--- config.mk ---
export PLATFORM = sky130hd
export DESIGN_NAME = sau_digit_mac_flat
export DESIGN_NICKNAME = d
export VERILOG_FILES = /design/src/rtl/sau_digit_mac_if.sv /design/src/rtl/sau_digit_mac.sv /design/src/flat_wrapper.sv
export SDC_FILE = /design/constraint.sdc
export NUM_CORES = 1
export LEC_CHECK = 0
export BUFFER_PORTS_ARGS = -buffer_cell sky130_fd_sc_hd__clkbuf_2
export CAP_MARGIN = 20
export CELL_PAD_IN_SITES_DETAIL_PLACEMENT = 1
export CELL_PAD_IN_SITES_GLOBAL_PLACEMENT = 2
export CORE_ASPECT_RATIO = 1.5
export CORE_UTILIZATION = 42
export CTS_BUF_LIST = sky130_fd_sc_hd__clkbuf_2 sky130_fd_sc_hd__clkbuf_4 sky130_fd_sc_hd__clkbuf_8
export DETAILED_ROUTE_END_ITERATION = 6
export PLACE_DENSITY = 0.92
export SYNTH_ARGS = -nofsm -noshare
export SYNTH_HDL_FRONTEND = slang
export SYNTH_SLANG_ARGS = --single-unit
--- constraint.sdc ---
create_clock -name clk -period 15.2 [get_ports clk]
set_clock_uncertainty 0.2 [all_clocks]
set_input_delay 2.28 -clock clk [delete_from_list [all_inputs] [get_ports clk]]
set_output_delay 2.28 -clock clk [all_outputs]
set_load 0.01 [all_outputs]
--- src/rtl/sau_digit_mac_if.sv ---
// Handshake bundle for sau_digit_mac: tap input stream and accumulated-sum output stream.
interface sau_digit_mac_if #(
  parameter int unsigned WIDTH  = 20,
  parameter int unsigned COEF_W = 8,
  parameter int unsigned ACC_W  = 32
);
  logic                     in_valid;
  logic                     in_ready;
  logic signed [WIDTH-1:0]  in_sample;
  logic signed [COEF_W-1:0] in_coef;
  logic                     in_last;
  logic                     out_valid;
  logic                     out_ready;
  logic signed [ACC_W-1:0]  out_data;

  modport master (
    output in_valid, in_sample, in_coef, in_last, out_ready,
    input  in_ready, out_valid, out_data
  );

  modport slave (
    input  in_valid, in_sample, in_coef, in_last, out_ready,
    output in_ready, out_valid, out_data
  );
endinterface

--- src/rtl/sau_digit_mac.sv ---
// Radix-8 serial multiply-accumulate: octal coefficient digits (MSB first) select
// shift-and-add sample multiples from an internal sau, products summed until in_last.
module sau #(
  parameter int unsigned WIDTH = 20
) (
  input  logic signed [WIDTH-1:0] smp,
  output logic signed [WIDTH+2:0] m_c [8]
);
  localparam int unsigned MW = WIDTH + 3;

  logic signed [MW-1:0] x1;
  logic signed [MW-1:0] x2;
  logic signed [MW-1:0] x4;
  logic signed [MW-1:0] x8;

  assign x1 = MW'(smp);
  assign x2 = x1 <<< 1;
  assign x4 = x1 <<< 2;
  assign x8 = x1 <<< 3;

  // m_c[k] = (k+1) * smp using shifts and a single add/sub each
  assign m_c[0] = x1;
  assign m_c[1] = x2;
  assign m_c[2] = x2 + x1;
  assign m_c[3] = x4;
  assign m_c[4] = x4 + x1;
  assign m_c[5] = x4 + x2;
  assign m_c[6] = x8 - x1;
  assign m_c[7] = x8;
endmodule

module sau_digit_mac #(
  parameter int unsigned WIDTH  = 20,
  parameter int unsigned COEF_W = 8,
  parameter int unsigned ACC_W  = 32
) (
  input logic               clk,
  input logic               rst_n,
  sau_digit_mac_if.slave    bus
);
  localparam int unsigned NDIG  = (COEF_W + 2) / 3;
  localparam int unsigned DIG_W = (NDIG > 1) ? $clog2(NDIG) : 1;
  localparam int unsigned PW    = WIDTH + COEF_W;
  localparam int unsigned MW    = WIDTH + 3;
  localparam int unsigned PADW  = 3 * NDIG;

  typedef enum logic [1:0] {IDLE, DIGIT, ACC, DONE} state_t;

  state_t                   state_q, state_d;
  logic signed [WIDTH-1:0]  smp_q, smp_d;
  logic [COEF_W-1:0]        mag_q, mag_d;
  logic                     neg_q, neg_d;
  logic                     last_q, last_d;
  logic signed [PW-1:0]     part_q, part_d;
  logic [DIG_W-1:0]         dig_q, dig_d;
  logic signed [ACC_W-1:0]  acc_q, acc_d;
  logic signed [ACC_W-1:0]  out_data_q, out_data_d;
  logic                     in_ready_q, in_ready_d;
  logic                     out_valid_q, out_valid_d;

  logic signed [MW-1:0]     m_c [8];
  logic [PADW-1:0]          mag_pad_c;
  logic [2:0]               digit_c;
  logic signed [PW-1:0]     term_c;
  logic signed [ACC_W-1:0]  part_ext_c;
  logic signed [ACC_W-1:0]  acc_sum_c;

  sau #(.WIDTH(WIDTH)) u_sau (
    .smp (smp_q),
    .m_c (m_c)
  );

  // Current octal digit of the magnitude and the multiple it selects
  always_comb begin
    mag_pad_c  = PADW'(mag_q);
    digit_c    = 3'(mag_pad_c >> (32'(dig_q) * 32'd3));
    term_c     = '0;
    if (digit_c != 3'd0) begin
      term_c = PW'(m_c[digit_c - 3'd1]);
    end
    part_ext_c = ACC_W'(part_q);
    acc_sum_c  = neg_q ? (acc_q - part_ext_c) : (acc_q + part_ext_c);
  end

  always_comb begin
    state_d    = state_q;
    smp_d      = smp_q;
    mag_d      = mag_q;
    neg_d      = neg_q;
    last_d     = last_q;
    part_d     = part_q;
    dig_d      = dig_q;
    acc_d      = acc_q;
    out_data_d = out_data_q;
    unique case (state_q)
      IDLE: begin
        if (bus.in_valid && in_ready_q) begin
          smp_d   = bus.in_sample;
          neg_d   = bus.in_coef[COEF_W-1];
          mag_d   = bus.in_coef[COEF_W-1] ? (~bus.in_coef + 1'b1) : bus.in_coef;
          last_d  = bus.in_last;
          part_d  = '0;
          dig_d   = DIG_W'(NDIG - 1);
          state_d = DIGIT;
        end
      end
      DIGIT: begin
        part_d = (part_q <<< 3) + term_c;
        if (dig_q == '0) begin
          state_d = ACC;
        end else begin
          dig_d = dig_q - 1'b1;
        end
      end
      ACC: begin
        if (last_q) begin
          out_data_d = acc_sum_c;
          acc_d      = '0;
          state_d    = DONE;
        end else begin
          acc_d   = acc_sum_c;
          state_d = IDLE;
        end
      end
      DONE: begin
        if (bus.out_ready) begin
          state_d = IDLE;
        end
      end
      default: state_d = IDLE;
    endcase
    // Handshake flags are registered copies of the next-state decode
    in_ready_d  = (state_d == IDLE);
    out_valid_d = (state_d == DONE);
  end

  always_ff @(posedge clk or negedge rst_n) begin
    if (!rst_n) begin
      state_q     <= IDLE;
      smp_q       <= '0;
      mag_q       <= '0;
      neg_q       <= 1'b0;
      last_q      <= 1'b0;
      part_q      <= '0;
      dig_q       <= '0;
      acc_q       <= '0;
      out_data_q  <= '0;
      in_ready_q  <= 1'b1;
      out_valid_q <= 1'b0;
    end else begin
      state_q     <= state_d;
      smp_q       <= smp_d;
      mag_q       <= mag_d;
      neg_q       <= neg_d;
      last_q      <= last_d;
      part_q      <= part_d;
      dig_q       <= dig_d;
      acc_q       <= acc_d;
      out_data_q  <= out_data_d;
      in_ready_q  <= in_ready_d;
      out_valid_q <= out_valid_d;
    end
  end

  assign bus.in_ready  = in_ready_q;
  assign bus.out_valid = out_valid_q;
  assign bus.out_data  = out_data_q;
endmodule

--- src/flat_wrapper.sv ---
// flat-port wrapper written by rule: the top's interface ports become plain ports
module sau_digit_mac_flat 
#(
  parameter int unsigned WIDTH  = 20,
  parameter int unsigned COEF_W = 8,
  parameter int unsigned ACC_W  = 32
)
  (clk, rst_n, bus_in_valid, bus_in_sample, bus_in_coef, bus_in_last, bus_out_ready, bus_in_ready, bus_out_valid, bus_out_data);
  sau_digit_mac_if #(.WIDTH(WIDTH), .COEF_W(COEF_W), .ACC_W(ACC_W)) bus_i ();
  input logic clk;
  input logic rst_n;
  input wire logic [$bits(bus_i.in_valid)-1:0] bus_in_valid;
  input wire logic [$bits(bus_i.in_sample)-1:0] bus_in_sample;
  input wire logic [$bits(bus_i.in_coef)-1:0] bus_in_coef;
  input wire logic [$bits(bus_i.in_last)-1:0] bus_in_last;
  input wire logic [$bits(bus_i.out_ready)-1:0] bus_out_ready;
  output wire logic [$bits(bus_i.in_ready)-1:0] bus_in_ready;
  output wire logic [$bits(bus_i.out_valid)-1:0] bus_out_valid;
  output wire logic [$bits(bus_i.out_data)-1:0] bus_out_data;
  assign bus_i.in_valid = bus_in_valid;
  assign bus_i.in_sample = bus_in_sample;
  assign bus_i.in_coef = bus_in_coef;
  assign bus_i.in_last = bus_in_last;
  assign bus_i.out_ready = bus_out_ready;
  assign bus_in_ready = bus_i.in_ready;
  assign bus_out_valid = bus_i.out_valid;
  assign bus_out_data = bus_i.out_data;
  sau_digit_mac #(.WIDTH(WIDTH), .COEF_W(COEF_W), .ACC_W(ACC_W)) u_core (.clk(clk), .rst_n(rst_n), .bus(bus_i));
endmodule
==> impl.org <==
** Clocking
- In this run, post-CTS hold repair placed 0 buffers.
- TritonCTS built the clock tree.
- Buffers inserted by post-CTS timing repair :: 0
- Clk buf depth :: 2
- Number of gates resized after cts :: 0
- The H-tree generated during clock tree synthesis spans 4 levels.
- The tree is rooted in a sky130_fd_sc_hd__clkbuf_8.
- Clock latency on the worst-skew pair, taken at its later pin, is 0.49 ns.
- TritonCTS created 17 clock buffers.
- Clock tree synthesis found a total of 128 sinks.
- Clock-pin slew was measured on the worst setup and hold paths at 0.08 ns.

** Synthesis
- Synth cell types :: 89
- Among all flip-flop cells after synthesis, the most frequent one is sky130_fd_sc_hd__dfrtp_1.
- After synthesis the cells add up to 12300 sq um.
- The share of the Yosys chip area taken by registers is 26.0%.
- Top post-synthesis cells by count :: sky130_fd_sc_hd__nand2_1 (166), sky130_fd_sc_hd__dfrtp_1 (127), sky130_fd_sc_hd__a21oi_1 (120)
- The synthesized design contains 128 register bits.
- Warning count from the yosys run :: 0
- In this run, synthesis inferred 0 flip-flops with an integrated enable.
- Synthesized instance count :: 1518
- Yosys attributes the largest share of cell area to sky130_fd_sc_hd__dfrtp_1 (26%), sky130_fd_sc_hd__ha_1 (12%), sky130_fd_sc_hd__xnor2_1 (5.8%).
- By instance count, the leading cell after synthesis is sky130_fd_sc_hd__nand2_1.
- Asr flop ratio synth :: 100%
- Avg Inst Size Synth :: 8.12 sq um
- Of the post-synthesis cell area, the dominant cell type holds 25.8%.
- Number of nets produced by synthesis :: 1673
- The synthesized design spends more area on one cell type than any other, namely sky130_fd_sc_hd__dfrtp_1.

** Cells and area
- The final layout contains 1699 nets.
- Share of cells above drive strength 1 :: 9.96%
- Compared with the post-synthesis result, the final layout area differs by 8.42%.
- Fill cells in the final layout number 3537.

** Place
- Post-detail-place hpwl :: 28.2 mm
- Count of buffers inserted at the top-level ports :: 66
- The congestion estimate from routability-driven global placement came to 0.887.

** Timing
- Setup-violating endpoint count in the final report :: 0
- Achievable frequency :: 163 MHz
- Hold Fails Final Rpt :: 0
- Slew at the pin with the worst max-slew slack :: 1.09 ns
- For the final routed database, the setup TNS stands at 0 ns.
- Part of the cycle the worst path needs :: 40.4%
- The number of max-slew violations in the final report came to 0.
- Worst slew margin relative to its limit :: 27.5%
- Unrepaired setup endpoints after global routing :: false
- The worst path needs 6.15 ns of the cycle, external delays included.

** Floorplanning
- The floorplan step defined a die boundary enclosing 30100 sq um.
- Chip height :: 212 um
- In this run the standard cell core region covers 28800 sq um.
- Row cnt :: 76
- From left edge to right edge, the die measures 142 um.
- Initial core utilization :: 42.8%
- Pin placement for this block handled 67 I/O pins.

** Setup path
- Data on the critical path arrives at its endpoint at 6.30 ns.
- Crit-path max FO :: 60
- Setup crit start kind :: register
- For the worst setup path, the data required time is 15.36 ns.
- Critical Path End Type :: register
- The worst setup path is of the reg2reg kind.

** Worst hold path
- Min-delay worst type :: reg2reg

** Drt
- Wirelength, routed :: 36.4 mm
- In this run, the number of DRC markers left after iteration 0 of detailed routing was 474.
- WL/cell :: 18.7 um
- For this run, design rule violations remaining after detail routing come to 0.
- Number of nets with antenna violations after routing :: 0
- Via density :: 5.86
- The routed layout has 11400 vias.
- The first detailed-routing pass took 5 iterations.

** Global routing
- Total track usage :: 25.4%
- The initial antenna violation count is 0.
- Entering global routing, the biggest net connects 70 pins.
- Vias in the first global route :: 11800
- The total overflow left after global routing is 0.
- Wire length of the first global-routing pass :: 60.4 mm

** Flow run
- Across the run, the number of max-cap violations was 0.

** Outcome
- The run finished with clean final reports.
[cells in the final DEF (no fill, tap or decap), drive strengths merged, types with 13 or more instances in the layout]
cell type	n
o211ai	21
mux2	15
a211oi	22
nor2b	18
inv	65
or3	14
nor3	31
o31ai	22
o21a	14
a21o	52
clkbuf	86
nand3	50
ha	118
nand2b	15
mux2i	13
xnor2	81
a22o	16
dfrtp	127
a21oi	120
nand2	166
nor2	102
a31oi	15
xor2	43
o21ai	167
[per-stage QoR]
| step | std cells | worst slack (ns) | util [%] | hold slack, ns | area, sq um |
|---|---|---|---|---|---|
| global placement | 1915 | 9.27 | 44.9 | 0.248 | 12900 |
| global route | 1947 | 8.58 | 46.4 | 0.314 | 13400 |
| finish | 1948 | 9.05 | 46.4 | 0.274 | 13400 |
| floorplan | 1518 | 9.97 | - | 0.249 | 12300 |
| detailed placement | 1915 | 9.11 | 44.9 | 0.262 | 12900 |
| CTS | 1947 | 9.08 | 46.4 | 0.282 | 13400 |
[worst max-delay path: stages (launching register included)]
cell,delay [ns]
sky130_fd_sc_hd__dfrtp_1,0.49
sky130_fd_sc_hd__mux2i_1,0.32
sky130_fd_sc_hd__o2bb2ai_4,0.10
sky130_fd_sc_hd__buf_4,0.27
sky130_fd_sc_hd__inv_2,0.74
sky130_fd_sc_hd__ha_1,0.42
sky130_fd_sc_hd__xnor2_2,0.14
sky130_fd_sc_hd__buf_4,0.37
sky130_fd_sc_hd__a21oi_1,0.17
sky130_fd_sc_hd__o21ai_0,0.11
sky130_fd_sc_hd__o311ai_1,0.12
sky130_fd_sc_hd__o32ai_1,0.18
sky130_fd_sc_hd__ha_1,0.33
sky130_fd_sc_hd__a211o_1,0.32
sky130_fd_sc_hd__a221o_1,0.35
sky130_fd_sc_hd__a31o_1,0.21
sky130_fd_sc_hd__a21oi_1,0.24
sky130_fd_sc_hd__o21ai_1,0.20
sky130_fd_sc_hd__a21o_1,0.23
sky130_fd_sc_hd__a21oi_1,0.21
sky130_fd_sc_hd__xor2_1,0.19
sky130_fd_sc_hd__o21ai_1,0.07
[cells by family (layout without fill, tap and decap cells)]
group	after synthesis	in the layout	share of synthesized area [%]
adders and majority gates	122	122	12.6
other	0	1	0
and+or+nand+nor	454	454	17.3
muxes	32	32	3.26
AOI/OAI and AO/OA	526	526	27.3
buffers and inverters	132	171	4.66
xor gates and xnor gates	124	124	8.87
DFF	128	128	26.0
[final cells by class]
| class | count | area (sq um) | share of cell area [%] |
|---|---|---|---|
| antenna | 1 | 2.50 | 0.0187 |
| inverter | 63 | 236 | 1.77 |
| sequential | 128 | 3200 | 24.0 |
| timing repair buffer | 76 | 412 | 3.08 |
| clock buffer | 21 | 283 | 2.12 |
| clock inverter | 11 | 154 | 1.15 |
| multi-input combinational | 1258 | 8590 | 64.2 |
| tap | 390 | 488 | 3.65 |
[final timing paths]
kind                                               from                 endpoint  slack (ns)  cells past startpoint
worst max-delay path                    u_core.dig_q[0]        u_core.part_q[19]        9.05                     21
worst min-delay path            u_core.bus.out_data[25]  u_core.bus.out_data[25]        0.27                      2
worst max register to register          u_core.dig_q[0]        u_core.part_q[19]        9.05                     21
worst min register to register  u_core.bus.out_data[25]  u_core.bus.out_data[25]        0.27                      2
max in group asynchronous                         rst_n  u_core.bus.out_data[20]       11.92                      2
min in group asynchronous                         rst_n     u_core.bus.out_valid        1.55                      1
[routing by layer]
layer / global-route usage, % / routed length, um / share of wire [%]
met5: 0 / 0 / 0
met4: 8.90 / 912 / 2.5
met3: 2.74 / 680 / 1.9
met2: 48.8 / 19400 / 53
met1: 28.5 / 15400 / 42
[flip-flops by register name (all words and copies together) (netlist names), 2 cells and up]
signal	cells
u_core.smp_q	20
u_core.state_q	2
u_core.acc_q	32
u_core.dig_q	2
u_core.part_q	28
u_core.mag_q	8
u_core.bus.out_data	32
Power is not shown: default switching activity piles up to over one toggle a cycle in this logic, so the estimate is an artifact.
